### config.mk
export PLATFORM = sky130hd
export DESIGN_NAME = oled_refresh_ctrl
export DESIGN_NICKNAME = d
export VERILOG_FILES = /design/src/rtl/oled_refresh_ctrl.sv
export SDC_FILE = /design/constraint.sdc
export NUM_CORES = 1
export LEC_CHECK = 0
export BUFFER_PORTS_ARGS = -buffer_cell sky130_fd_sc_hd__buf_2
export CAP_MARGIN = 10
export CORE_ASPECT_RATIO = 0.5
export CORE_MARGIN = 1.5
export CORE_UTILIZATION = 51
export DETAILED_ROUTE_END_ITERATION = 16
export PLACE_DENSITY = 0.7
export SETUP_SLACK_MARGIN = 0.15
export SLEW_MARGIN = 15
export SYNTH_ARGS = -nofsm -noshare
export SYNTH_HDL_FRONTEND = slang
export SYNTH_SLANG_ARGS = --single-unit
### constraint.sdc
create_clock -name clk -period 1.81 [get_ports clk]
set_input_delay 0.362 -clock clk [delete_from_list [all_inputs] [get_ports clk]]
set_output_delay 0.362 -clock clk [all_outputs]
set_load 0.005 [all_outputs]
### src/rtl/oled_refresh_ctrl.sv
// SSD1306 refresh controller: power-up sequencing, init ROM playback, then
// continuous 1024-byte framebuffer streaming over 4-wire SPI (mode 0).
//
// state     | meaning
// PWR_RESET | hold oled_res_n low for STARTUP_WAIT cycles
// PWR_WAIT  | oled_res_n high, let the panel settle for STARTUP_WAIT cycles
// INIT_LOAD | load next init ROM byte (dc=0), open chip select
// DATA_ADDR | pixel_address presented to the text engine
// DATA_WAIT | text engine registers its answer
// DATA_LOAD | capture pixel_data (dc=1), open chip select
// SHIFT     | clock eight bits out MSB first
// NEXT      | chip select high, advance ROM index or pixel address
// IDLE      | framebuffer streaming paused, waiting for enable
module oled_refresh_ctrl #(
    parameter int STARTUP_WAIT = 10000000,
    parameter int SCLK_HALF    = 2
) (
    input  logic       clk,
    input  logic       rst_n,
    input  logic       enable,
    input  logic [7:0] pixel_data,
    output logic [9:0] pixel_address,
    output logic       oled_sclk,
    output logic       oled_sdin,
    output logic       oled_cs_n,
    output logic       oled_dc,
    output logic       oled_res_n,
    output logic       init_done,
    output logic       frame_done,
    output logic       busy
);

    localparam int SW_W   = (STARTUP_WAIT > 1) ? $clog2(STARTUP_WAIT) : 1;
    localparam int HALF_W = (SCLK_HALF > 1) ? $clog2(SCLK_HALF) : 1;
    localparam logic [SW_W-1:0]   STARTUP_LAST = SW_W'(STARTUP_WAIT - 1);
    localparam logic [HALF_W-1:0] HALF_LAST    = HALF_W'(SCLK_HALF - 1);
    localparam logic [4:0]        ROM_LAST     = 5'd17;
    localparam logic [9:0]        ADDR_LAST    = 10'd1023;

    typedef enum logic [3:0] {
        PWR_RESET,
        PWR_WAIT,
        INIT_LOAD,
        DATA_ADDR,
        DATA_WAIT,
        DATA_LOAD,
        SHIFT,
        NEXT,
        IDLE
    } state_t;

    state_t state, state_next;

    logic [SW_W-1:0]   startup_cnt;
    logic [HALF_W-1:0] half_cnt;
    logic [2:0]        bit_cnt;
    logic [4:0]        rom_idx;
    logic [6:0]        shreg;   // bits still to send after the one on oled_sdin

    logic startup_end;
    logic half_end;
    logic byte_end;
    logic [7:0] rom_byte;

    function automatic logic [7:0] init_rom(input logic [4:0] idx);
        logic [7:0] b;
        case (idx)
            5'd0:    b = 8'hAE;
            5'd1:    b = 8'h8D;
            5'd2:    b = 8'h14;
            5'd3:    b = 8'h20;
            5'd4:    b = 8'h00;
            5'd5:    b = 8'hA1;
            5'd6:    b = 8'hC8;
            5'd7:    b = 8'h81;
            5'd8:    b = 8'h7F;
            5'd9:    b = 8'hA4;
            5'd10:   b = 8'hA6;
            5'd11:   b = 8'h21;
            5'd12:   b = 8'h00;
            5'd13:   b = 8'h7F;
            5'd14:   b = 8'h22;
            5'd15:   b = 8'h00;
            5'd16:   b = 8'h07;
            5'd17:   b = 8'hAF;
            default: b = 8'h00;
        endcase
        return b;
    endfunction

    assign rom_byte    = init_rom(rom_idx);
    assign startup_end = (startup_cnt == STARTUP_LAST);
    assign half_end    = (half_cnt == HALF_LAST);
    assign byte_end    = half_end && oled_sclk && (bit_cnt == 3'd7);
    assign busy        = (state != IDLE);

    always_ff @(posedge clk or negedge rst_n) begin
        if (!rst_n) begin
            state <= PWR_RESET;
        end else begin
            state <= state_next;
        end
    end

    always_comb begin
        state_next = state;
        case (state)
            PWR_RESET: if (startup_end) state_next = PWR_WAIT;
            PWR_WAIT:  if (startup_end) state_next = INIT_LOAD;
            INIT_LOAD: state_next = SHIFT;
            DATA_ADDR: state_next = DATA_WAIT;
            DATA_WAIT: state_next = DATA_LOAD;
            DATA_LOAD: state_next = SHIFT;
            SHIFT:     if (byte_end) state_next = NEXT;
            NEXT: begin
                if (!init_done) begin
                    if (rom_idx == ROM_LAST) begin
                        state_next = enable ? DATA_ADDR : IDLE;
                    end else begin
                        state_next = INIT_LOAD;
                    end
                end else if (pixel_address == ADDR_LAST) begin
                    // enable only matters at frame boundaries
                    state_next = enable ? DATA_ADDR : IDLE;
                end else begin
                    state_next = DATA_ADDR;
                end
            end
            IDLE:      if (enable) state_next = DATA_ADDR;
            default:   state_next = PWR_RESET;
        endcase
    end

    always_ff @(posedge clk or negedge rst_n) begin
        if (!rst_n) begin
            startup_cnt   <= '0;
            half_cnt      <= '0;
            bit_cnt       <= '0;
            rom_idx       <= '0;
            shreg         <= '0;
            pixel_address <= '0;
            oled_res_n    <= 1'b0;
            oled_cs_n     <= 1'b1;
            oled_sclk     <= 1'b0;
            oled_sdin     <= 1'b0;
            oled_dc       <= 1'b0;
            init_done     <= 1'b0;
            frame_done    <= 1'b0;
        end else begin
            frame_done <= 1'b0;
            case (state)
                PWR_RESET: begin
                    if (startup_end) begin
                        startup_cnt <= '0;
                        oled_res_n  <= 1'b1;
                    end else begin
                        startup_cnt <= startup_cnt + 1'b1;
                    end
                end
                PWR_WAIT: begin
                    if (startup_end) begin
                        startup_cnt <= '0;
                    end else begin
                        startup_cnt <= startup_cnt + 1'b1;
                    end
                end
                INIT_LOAD: begin
                    shreg     <= rom_byte[6:0];
                    oled_sdin <= rom_byte[7];
                    oled_dc   <= 1'b0;
                    oled_cs_n <= 1'b0;
                    oled_sclk <= 1'b0;
                    half_cnt  <= '0;
                    bit_cnt   <= '0;
                end
                DATA_LOAD: begin
                    shreg     <= pixel_data[6:0];
                    oled_sdin <= pixel_data[7];
                    oled_dc   <= 1'b1;
                    oled_cs_n <= 1'b0;
                    oled_sclk <= 1'b0;
                    half_cnt  <= '0;
                    bit_cnt   <= '0;
                end
                SHIFT: begin
                    if (half_end) begin
                        half_cnt <= '0;
                        if (!oled_sclk) begin
                            oled_sclk <= 1'b1;
                        end else begin
                            oled_sclk <= 1'b0;
                            bit_cnt   <= bit_cnt + 1'b1;
                            if (bit_cnt == 3'd7) begin
                                oled_cs_n <= 1'b1;
                            end else begin
                                oled_sdin <= shreg[6];
                                shreg     <= {shreg[5:0], 1'b0};
                            end
                        end
                    end else begin
                        half_cnt <= half_cnt + 1'b1;
                    end
                end
                NEXT: begin
                    if (!init_done) begin
                        if (rom_idx == ROM_LAST) begin
                            init_done     <= 1'b1;
                            pixel_address <= '0;
                        end else begin
                            rom_idx <= rom_idx + 1'b1;
                        end
                    end else if (pixel_address == ADDR_LAST) begin
                        frame_done    <= 1'b1;
                        pixel_address <= '0;
                    end else begin
                        pixel_address <= pixel_address + 1'b1;
                    end
                end
                IDLE: begin
                    oled_cs_n <= 1'b1;
                    oled_sclk <= 1'b0;
                end
                default: ;
            endcase
        end
    end

endmodule

# Word level (Yosys, flattened, before mapping)
# Memory sizes are Yosys's and may differ from the RTL's.
# Cells that the tools add are included.
[classes] reduce_logical=20 bitwise_logic=2 muxes=39 eq_ne=21 add_sub_neg=5
[ops] operator="2-to-1 mux 4 bit" count=8
[ops] operator="case mux 4 bit (8 select lines)" count=1
[ops] operator="2-to-1 mux 10 bit" count=3
[ops] operator="adder 24 x 1 -> 24 bit (second input constant)" count=1
[ops] operator="equality test 24 bit (second input constant)" count=1
[ops] operator="2-to-1 mux 24 bit" count=1
[ops] operator="2-to-1 mux 7 bit" count=3
[ops] operator="case mux 7 bit (3 select lines)" count=1
[ops] operator="equality test 4 x 3 -> 1 bit (second input constant)" count=4
[ops] operator="inequality test 2 bit (second input constant)" count=8
[ops] operator="2-to-1 mux 1 bit" count=14
[ops] operator="AND reduction 4 bit" count=3
[ops] operator="adder 10 x 1 -> 10 bit (second input constant)" count=1
[ops] operator="equality test 10 bit (second input constant)" count=1
[ops] operator="equality test 4 x 2 -> 1 bit (second input constant)" count=2
[ops] operator="nonzero test 2 bit" count=4
[ops] operator="2-to-1 mux 3 bit" count=2
[ops] operator="case mux 1 bit (2 select lines)" count=3
[ops] operator="case mux 1 bit (3 select lines)" count=2
[ops] operator="case mux 3 bit (2 select lines)" count=1
[ops] operator="AND reduction 2 bit" count=3
[ops] operator="AND reduction 3 bit" count=2
[ops] operator="nonzero test 3 bit" count=2
[ops] operator="adder 5 x 1 -> 5 bit (second input constant)" count=1
[ops] operator="other kinds (12)" count=15
[word_totals] mem_count=1 register_bits=61 romBits=256 elab_cells=102 input_bits=11 output_inout_bits=18
[memory_table] memory="(no name shown)" depth=32 word_bits=8 rd=1 rd_clocked_by_memory_dff=0 write_ports=0 line="67" source="case (idx)"

# Depth between registers and ports, before layout
# Gate-level depths: netlist (run 1).
[logic_depth] ltp_word=5 mapped_depth=8 ltp_nobuf=7

# Least setup slack after synthesis (run 1)
# No wires, ideal clock.
[synth_timing] kind="register to register" startpoint="register state[2]" endpoint="register startup_cnt[22]" period_less_slack_ps=1815 path_buffers=2 path_slack_ps=-5 stages_incl_launch_ff=8 arrival_time_ps=1692 required_ps=1687 setup_time_ps=123 cell_sequence="dfrtp_1 -> buf_6 -> or3_1 -> buf_2 -> or2_4 -> nor4_4 -> nand3_1 -> xnor2_1"
[synth_via] elab_chain_cells=2
[synth_rtl] element="start, declared" line="52" source="state_t state, state_next;"
[synth_rtl] element="start signal, assigned" line="101" source="state <= state_next;"
[synth_rtl] element="equality test 4 x 1 -> 1 bit / zero test 4 bit (equally long branches)" line="151" source="case (state)"
[synth_rtl] element="OR reduction 2 bit (no source line) *"
[synth_rtl] element="end signal, assigned" line="157" source="startup_cnt <= startup_cnt + 1'b1;"
[synth_rtl] element="end signal, assigned" line="164" source="startup_cnt <= startup_cnt + 1'b1;"
[synth_rtl] element="end, declared" line="54" source="logic [SW_W-1:0] startup_cnt;"
# Every way passes the cells marked *; elsewhere a longest branch is shown, timed or not.
# A chain may end at the register's enable or synchronous reset.

# Worst setup path after layout (run 1)
[layout_timing] startpoint="register startup_cnt[7]" endpoint="register oled_res_n"
[layout_via] elab_chain_cells=2
[layout_rtl] element="equality test 24 bit" line="92" source="assign startup_end = (startup_cnt == STARTUP_LAST);"
[layout_rtl] element="AND reduction 2 bit (no source line)"
[layout_rtl] element="end signal, assigned" line="142" source="oled_res_n <= 1'b0;"
[layout_rtl] element="end signal, assigned" line="155" source="oled_res_n <= 1'b1;"
[layout_rtl] element="end, declared" line="27" source="output logic oled_res_n,"
# No other way between the ends.

==> results of run 1 <==
where the power goes:
| part | internal (uW) | switching [uW] |
|---|---|---|
| Clock | 957 | 642 |
| Combinational | 1290 | 1580 |
| Sequential | 1650 | 258 |
area by class of cell:
class | instances | area, um2
inverters | 7 | 30.03
well taps | 92 | 115.1
clock buffers | 10 | 239.0
fillers | 485 | 1922
flip-flops and latches | 61 | 1533
repair buffers | 85 | 619.3
clock inverters | 6 | 38.79
multi-input cells | 314 | 2203
metrics by stage:
| stage | setup WS [ps] | total power (uW) |
|---|---|---|
| floorplan | 106.6 | 3556 |
| global placement | 94.57 | 4204 |
| detailed placement | 34.49 | 4276 |
| CTS | 109.7 | 6011 |
| global route | 4.646 | 6763 |
| finish | 70.62 | 6377 |
flip-flops by register name (all words and copies together), names as in the netlist:
register and count:
startup_cnt 24, pixel_address 10, shreg 7, rom_idx 5
state 4, bit_cnt 3, frame_done 1, half_cnt 1
init_done 1, oled_cs_n 1, oled_dc 1, oled_res_n 1
oled_sclk 1, oled_sdin 1
critical path: cells and delay by family, from the launching register on:
family          cells  cell delay (ps)
buf+inv             1              140
compound gates      1              110
flops               1              400
simple gates        3             1040
timing repair:
item	in CTS	in global routing
endpoints found under the setup margin	35	44
endpoints found under the hold margin	18	0
cloned	0	1
resized for setup	26	51
setup buffers	8	16
pin swaps	10	21
hold buffers	1	0
worst max path at each step:
stage          cells after the start  slack [ps]               end             from
6_report                           5          70        oled_res_n   startup_cnt[7]
3_5_place_dp                       5          30   startup_cnt[12]         state[2]
5_1_grt                            6           5  pixel_address[9]         state[3]
4_1_cts                            5         110   startup_cnt[12]  startup_cnt[11]
2_1_floorplan                      7         110   startup_cnt[22]         state[2]
3_3_place_gp                       4          90    startup_cnt[0]   startup_cnt[7]
metal layers:
metal | wire length (um) | vias to the layer above | track usage (%)
met5 | 0 | - | 0
met4 | 149 | 0 | 9.916
met3 | 521 | 18 | 7.117
met2 | 4496 | 117 | 39.04
met1 | 4179 | 1620 | 32.91
li1 | - | 1597 | -
cells by family (layout without fill, tap and decap cells):
family / Yosys count / after routing
buf+inv: 29 / 108
xor+xnor: 26 / 26
mux: 5 / 5
compound gates: 97 / 97
flops: 61 / 61
simple gates: 176 / 176
fa+ha+maj: 10 / 10
layout by cell type, fill, tap and decap left out, drive strengths merged, types with 4 or more instances in the layout:
cell     n
buf     83
dfrtp   60
nand2   51
nor2    42
a21oi   27
o21ai   25
xnor2   15
nand3   14
nor3    13
nand4   11
xor2    11
clkbuf  11
a31oi   10
ha      10
nor2b    8
a21o     6
inv      6
o31ai    6
nor4     6
nand2b   5
a22o     5
and3     5
clkinv   4
and2     4
a211oi   4
==> metrics.yaml, run 1 <==
postSynthCellCount: 404
clockBufferDepth: 2
clock_latency_ps: 330
finalHoldViolations: 0
fmax_ghz: 0.5749
start_util_pct: 53.00
grt_max_degree: 33
synth-xor-area-share_pct: 6.413
min_to: "state[3]"
worst_pin_slew_ps: 490.1
area_growth_syn_to_layout_pct: 34.57
synthArstFlopShare_pct: 100.0
total_leakage_power_uw: 0.002162
vdd.ir_drop.worst_uv: 837.2
crit_required_ps: 2080
io_buffer_count: 28
dieArea_um2: 7502
skew_ps: 4.629
yosysMostFrequentCell: "dfrtp_1"
rsz0062_at_grt: "true"
numCtsBuffers: 9
power_density_nw_per_um2: 1335
crit_path_end_kind: "register"
min_path_type: "primary input to register"
grt_pass1_wl_um: 14170
yosysWarningCount: 0
antenna_found_initial: 0
synth_top_family_by_area: "simple AND/OR/NAND/NOR gates"
min_path_cells: 2
r2r-end: "oled_res_n"
path_cells: "or4b_4 > nor4_4 > and2_4 > buf_8 > a21o_1"
yosys.area.top_type: "dfrtp_1"
vias_per_cell: 5.830
grt_util_all_layers_pct: 24.68
clk_pin_slew_worst_paths_ps: 50
drcViolationCount: 0
ys_seq_area_share_pct: 43.02
synth-simple-area-share_pct: 25.33
fin_nets: 499
core-area_um2: 6700
reg2reg_depth: 5
rrSetupSlack_ps: 70
fp.dieW_um: 121.0
slowest_delay_ps: 560
start_kind: "register"
cp_slowest_cell: "or4b_4"
period_share_pct: 96.10
fp-row-count: 21
final_util_pct: 71.32
diodes: 0
path_class: "register to register"
cts-root-buf: "clkbuf_16"
avgSynthCellArea_um2: 8.789
synthAdderAreaFrac_pct: 3.524
fin_hold_ws_ps: 271.5
synth_top_area_share_pct: 42.28
design_area_um2: 4778
layout.cells.non_filler: 575
gp_congestion: 0.9039
critPathArrivalTime_ps: 2010
setup_tns_ps: 0
status: "completed"
postPlaceCellArea_um2: 3995
hpwl_um: 5914
slew_headroom_pct: 67.32
io_pins: 29
dp_cells: 533
syn_area_um2: 3551
grt.overflow.total: 0
ys.flop_type: "dfrtp_1"
setup_viol_count_final: 0
synth_commonest_cells: "dfrtp_1, nand2_1, nor2_1"
wl_per_cell_um: 16.25
synth.ff_latch_count: 61
layout-drive-gt1-share_pct: 34.78
slew_violations: 0
drv_cap: 0
netlist-cell-type-count: 57
synth_area_leaders: "dfrtp_1, nand2_1, nor2_1"
drtPass1Iterations: 5
die_h_um: 62
holdCritStartpoint: "enable"
route.vias.total: 3352
syn_nets: 425
ant_nets: 0
tritoncts: "built"
first_global_vias: 2966
synth_compound_area_share_pct: 16.77
cts_sinks: 61
htreeDepth: 3
synth-edff-count: 0
crit_fanout: 7
period_needed_ps: 1739
drt-initial-drc-count: 334
synth.area.mux_share_pct: 1.515
r2r_start: "startup_cnt[7]"
wirelength_um: 9346
Power figures use the tool's default switching activity.
==> run 2, diff against run 1 <==
--- a/config.mk
+++ b/config.mk
@@ -9,9 +9,9 @@
 export CAP_MARGIN = 10
 export CORE_ASPECT_RATIO = 0.5
 export CORE_MARGIN = 1.5
-export CORE_UTILIZATION = 51
+export CORE_UTILIZATION = 54
 export DETAILED_ROUTE_END_ITERATION = 16
-export PLACE_DENSITY = 0.7
+export PLACE_DENSITY = 0.74
 export SETUP_SLACK_MARGIN = 0.15
 export SLEW_MARGIN = 15
 export SYNTH_ARGS = -nofsm -noshare
==> metrics.yaml, run 2 (synthesis gave the netlist of run 1 again) <==
area_growth_syn_to_layout_pct: 37.03
r2r_start: "startup_cnt[7]"
drcViolationCount: 0  # unchanged
total_leakage_power_uw: 0.002185  # +1.1%
numCtsBuffers: 9  # unchanged
slew_violations: 0  # unchanged
crit_fanout: 7  # unchanged
status: "finished with violations"
core-area_um2: 6206  # -7.4%
drt-initial-drc-count: 425  # +27%
skew_ps: 3.618  # -1.011 ps
drv_cap: 0  # unchanged
fin_nets: 497  # -0.40%
io_buffer_count: 28  # unchanged
finalHoldViolations: 0  # unchanged
tritoncts: "built"
hpwl_um: 5913  # about the same
reg2reg_depth: 5  # unchanged
drtPass1Iterations: 5  # unchanged
slowest_delay_ps: 550  # about the same
worst_pin_slew_ps: 553.6  # +63.48 ps
htreeDepth: 3  # unchanged
crit_path_end_kind: "register"
grt.overflow.total: 0  # unchanged
diodes: 0  # unchanged
r2r-end: "oled_res_n"
grt_util_all_layers_pct: 26.79  # +2.1 points
cp_slowest_cell: "or4b_4"
largest_reg_flops: 24  # unchanged
rsz0062_at_grt: "true"
reg.largest.list: "startup_cnt: 24 flops, pixel_address: 10 flops, shreg: 7 flops"
grt_max_degree: 28  # -15%
layout_common_cells: "dfrtp_1, nand2_1, buf_4"
fin_ws_ps: -14.05  # -84.67 ps
crit_required_ps: 2080  # about the same
fin_hold_ws_ps: 11.98  # -259.6 ps
period_needed_ps: 1824  # +84.67 ps
start_util_pct: 57.22  # +4.2 points
fp-row-count: 20  # -4.8%
cts_hold_buf: 0  # -1
cp_num_buf_inv: 1  # unchanged
start_kind: "register"
route.vias.total: 3472  # +3.6%
fmax_ghz: 0.5482  # -4.6%
setup_viol_count_final: 7  # +7
slew_headroom_pct: 63.09  # -4.2 points
violations: "negative setup slack"
wirelength_um: 9863  # +5.5%
first_global_vias: 3054  # +3.0%
crit_family: "simple AND/OR/NAND/NOR gates"
period_share_pct: 100.8  # +4.7 points
ant_nets: 0  # unchanged
antenna_found_initial: 0  # unchanged
power_density_nw_per_um2: 1413  # +5.8%
clockBufferDepth: 2  # unchanged
layout-drive-gt1-share_pct: 36.17  # +1.4 points
vdd.ir_drop.worst_uv: 948.7  # +13%
critPathArrivalTime_ps: 2100  # +90 ps
die_h_um: 60.34  # -2.7%
rrSetupSlack_ps: -10  # -80 ps
p_total_uw: 6874  # +7.8%
min_path_type: "primary input to async pin"
cts-root-buf: "clkbuf_16"
fp.dieW_um: 117.7  # -2.7%
clk_pin_slew_worst_paths_ps: 50  # about the same
wl_per_cell_um: 17.33  # +6.6%
clock_latency_ps: 330  # about the same
path_cells: "or4b_4 > nor4_4 > and2_4 > buf_6 > a21o_1"
io_pins: 29  # unchanged
dieArea_um2: 7101  # -5.4%
vias_per_cell: 6.102  # +4.7%
path_class: "register to register"
largest_register: "startup_cnt"
cts_sinks: 61  # unchanged
layout_commonest_cell: "dfrtp_1"
grt_pass1_wl_um: 14680  # +3.6%
gp_congestion: 0.9058  # +0.21%
==> run 2: cell types whose count changed in the layout (fill, tap and decap cells not counted), moves of 3 or more <==
cell	previous run	this run
dfrtp_1	56	52
o21ai_1	0	3
dfrtp_2	4	8
o21ai_0	24	20
==> run 2: worst register-to-register path, stage by stage, from the launching register on <==
cell	delay [ps]
dfrtp_1	410
or4b_4	550
nor4_4	350
and2_4	220
buf_6	130
a21o_1	110
==> run 2: repair_timing <==
item,CTS,global route
pin swaps,6,23
gates resized for setup,22,67
buffers inserted,4,18
setup endpoints to repair,30,38
gates cloned,1,3
==> run 2: how the worst max path moves through the flow <==
stage	startpoint	end	slack (ps)	cells after the start
after floorplan	state[2]	startup_cnt[22]	110	7
after global placement	state[2]	startup_cnt[22]	100	5
after detailed placement	startup_cnt[7]	startup_cnt[0]	40	4
after CTS	startup_cnt[11]	startup_cnt[0]	70	4
after global routing	startup_cnt[7]	oled_res_n	-70	5
final	startup_cnt[7]	oled_res_n	-10	5
==> run 2: report_power, final <==
part / internal, uW / switching, uW / total [uW]
registers: 1660 / 281 / 1940
logic: 1540 / 1710 / 3250
clock network: 1100 / 592 / 1690
==> run 2: routing by layer <==
layer / track usage, % / up-vias / wire (um) / share of wire [%]
met3: 7.613 / 27 / 660 / 6.7
met5: 0 / - / 0 / 0
met2: 43.11 / 158 / 4673 / 47
met4: 9.930 / 0 / 235 / 2.4
met1: 35.67 / 1699 / 4293 / 44
li1: - / 1588 / - / -
==> run 2: final cells by class <==
class / count / area [um2]
Fill cell: 390 / 1340
Sequential cell: 61 / 1538
Clock inverter: 4 / 47.55
Timing Repair Buffer: 82 / 649.4
Multi-Input combinational cell: 315 / 2245
Inverter: 7 / 30.03
Clock buffer: 12 / 246.5
Tap cell: 88 / 110.1
==> run 2: metrics by stage <==
stage / std cells / setup WS [ps] / util [%] / TNS [ps] / cell area, um2
after floorplan: 404 / 106.6 / - / 0 / 3596
after global placement: 527 / 96.11 / 64.46 / 0 / 4000
after detailed placement: 527 / 39.87 / 64.46 / 0 / 4000
after CTS: 548 / 67.47 / 71.45 / 0 / 4434
after global routing: 569 / -65.45 / 78.41 / -538.4 / 4866
final: 569 / -14.05 / 78.41 / -48.22 / 4866
==> run 3, diff against run 2 <==
--- a/config.mk
+++ b/config.mk
@@ -5,13 +5,14 @@
 export SDC_FILE = /design/constraint.sdc
 export NUM_CORES = 1
 export LEC_CHECK = 0
+export ABC_AREA = 1
 export BUFFER_PORTS_ARGS = -buffer_cell sky130_fd_sc_hd__buf_2
 export CAP_MARGIN = 10
 export CORE_ASPECT_RATIO = 0.5
 export CORE_MARGIN = 1.5
-export CORE_UTILIZATION = 54
+export CORE_UTILIZATION = 55
 export DETAILED_ROUTE_END_ITERATION = 16
-export PLACE_DENSITY = 0.74
+export PLACE_DENSITY = 0.75
 export SETUP_SLACK_MARGIN = 0.15
 export SLEW_MARGIN = 15
 export SYNTH_ARGS = -nofsm -noshare
==> metrics.yaml, run 3 <==
critPathArrivalTime_ps: 1780  # -320 ps
synth_area_leaders: "dfrtp_1, nand2_1, nor2_1"
reg2reg_depth: 10  # +5
setup_viol_count_final: 0  # -7
wirelength_um: 8395  # -15%
grt_max_degree: 62  # +120%
clk_pin_slew_worst_paths_ps: 60  # about the same
ant_nets: 0  # unchanged
skew_ps: 4.336  # +0.7179 ps
die_h_um: 61.88  # +2.6%
io_buffer_count: 28  # unchanged
tritoncts: "built"
fin_nets: 605  # +22%
fp-row-count: 21  # +5.0%
fmax_ghz: 0.6377  # +16%
drtPass1Iterations: 4  # -1
synth-edff-count: 0  # unchanged
yosysWarningCount: 0  # unchanged
drv_cap: 0  # unchanged
first_global_vias: 3174  # +3.9%
period_needed_ps: 1568  # -256.0 ps
ys.flop_type: "dfrtp_1"
drt-initial-drc-count: 235  # -45%
layout-drive-gt1-share_pct: 16.98  # -19 points
power_density_nw_per_um2: 1355  # -4.1%
slew_headroom_pct: 76.22  # +13 points
netlist-cell-type-count: 36  # -37%
drcViolationCount: 0  # unchanged
crit_fanout: 6  # -1
rrSetupSlack_ps: 240  # +260 ps
final_util_pct: 67.49  # -11 points
yosysMostFrequentCell: "nand2_1"
period_share_pct: 86.63  # -14 points
crit_required_ps: 2030  # -50 ps
setup_tns_ps: 0  # +48.22 ps
layout.cells.non_filler: 681  # +20%
numCtsBuffers: 9  # unchanged
syn_nets: 562  # +32%
gp_congestion: 0.8769  # -3.2%
reg.largest.list: "startup_cnt: 24 flops, pixel_address: 10 flops, shreg: 7 flops"
cts-root-buf: "clkbuf_16"
vdd.ir_drop.worst_uv: 1038  # +9.4%
synth_commonest_cells: "nand2_1, nor2_1, dfrtp_1"
hpwl_um: 6032  # +2.0%
status: "completed"
finalHoldViolations: 0  # unchanged
path_class: "register to register"
avgSynthCellArea_um2: 7.049  # -20%
dp_cells: 661  # +25%
p_total_uw: 6126  # -11%
syn_area_um2: 3814  # +7.4%
wl_per_cell_um: 12.33  # -29%
io_pins: 29  # unchanged
postSynthCellCount: 541  # +34%
cts_sinks: 61  # unchanged
worst_pin_slew_ps: 356.7  # -196.9 ps
synth.ff_latch_count: 61  # unchanged
cts_hold_buf: 0  # unchanged
vias_per_cell: 5.148  # -16%
area_growth_syn_to_layout_pct: 18.57
clock_latency_ps: 330  # about the same
dieArea_um2: 7473  # +5.2%
fp.dieW_um: 120.8  # +2.6%
grt_pass1_wl_um: 13910  # -5.2%
htreeDepth: 3  # unchanged
layout_common_cells: "nand2_1, nor2_1, dfrtp_1"
core-area_um2: 6700  # +8.0%
diodes: 0  # unchanged
rsz0062_at_grt: "true"
largest_reg_flops: 24  # unchanged
min_path_type: "primary input to async pin"
yosys.area.top_type: "dfrtp_1"
route.vias.total: 3506  # +0.98%
grt.overflow.total: 0  # unchanged
layout_commonest_cell: "nand2_1"
largest_register: "startup_cnt"
clockBufferDepth: 2  # unchanged
start_kind: "register"
synthArstFlopShare_pct: 100.0  # unchanged
fin_hold_ws_ps: 7.365  # -4.614 ps
crit_path_end_kind: "register"
synth_top_area_share_pct: 39.37  # -2.9 points
ys_seq_area_share_pct: 40.06  # -3.0 points
r2r-end: "state[1]"
grt_util_all_layers_pct: 24.12  # -2.7 points
slew_violations: 0  # unchanged
r2r_start: "rom_idx[1]"
total_leakage_power_uw: 0.002291  # +4.8%
antenna_found_initial: 0  # unchanged
start_util_pct: 56.92  # -0.30 points
run 3: cell count changes after synthesis, moves of 7 or more:
cell      change
nand2_1     +138
inv_1        +46
nor2_1       +32
nand3_1      +26
a21oi_1      -15
clkbuf_1     -15
xnor2_1      -11
a31oi_1      -10
nor2b_1       -8
nor3_1        -7
run 3: power by group:
| part | total, uW | switching [uW] | internal [uW] |
|---|---|---|---|
| logic | 2170 | 1390 | 782 |
| clock network | 2000 | 650 | 1350 |
| registers | 1950 | 301 | 1650 |
| total | 6130 | 2340 | 3780 |
run 3: stage by stage:
stage               cell area, um2  setup WS [ps]
floorplan                     3814          273.6
finish                        4522          242.0
CTS                           4454          154.1
global placement              4094          160.0
detailed placement            4094          151.2
global route                  4522          108.1
run 3: final cells by class:
cell class | count | area [um2]
multi-input combinational | 414 | 2066
clock inverter | 7 | 122.6
tap | 92 | 115.1
timing repair buffer | 39 | 235.2
inverter | 59 | 226.5
clock buffer | 9 | 225.2
sequential | 61 | 1531
fill | 598 | 2178
run 3: worst max path at each step:
stage | start | to | slack [ps]
global route | rom_idx[1] | state[1] | 110
global placement | startup_cnt[0] | startup_cnt[10] | 160
finish | rom_idx[1] | state[1] | 240
detailed placement | rom_idx[1] | pixel_address[5] | 150
CTS | startup_cnt[0] | startup_cnt[10] | 150
floorplan | rom_idx[1] | pixel_address[3] | 270
run 3: worst max-delay path, cell delays in order (launching register included):
cell and delay, ps:
dfrtp_1 430, inv_2 130, ha_1 210, nand3_1 120, buf_4 180, a21oi_1 120, nand2_1 60, nand2_1 50
nand2_1 40, nand2_1 60, nand2_1 40
run 3: logic make-up (layout without fill, tap and decap cells):
kind of cell	count (synthesis)	count (layout)	share of synthesized area, %
buffers and inverters	66	114	6.922
flip-flops	61	61	40.06
adder cells (fa/ha/maj)	10	10	3.281
AO/OA/AOI/OAI	47	47	7.021
AND/OR/NAND/NOR	340	340	38.81
XOR/XNOR	17	17	3.904
run 3: metal layers:
layer	global-route usage, %	wire (um)	share of wire [%]
met1	30.12	4001	48
met4	7.395	45	0.54
met3	6.934	308	3.7
met5	0	0	0
met2	42.13	4039	48
run 3: repair_timing:
action / in CTS / in global routing
buffers inserted: 1 / 3
gates resized for setup: 1 / 20
endpoints found under the setup margin: 5 / 36
pin swaps: 1 / 4
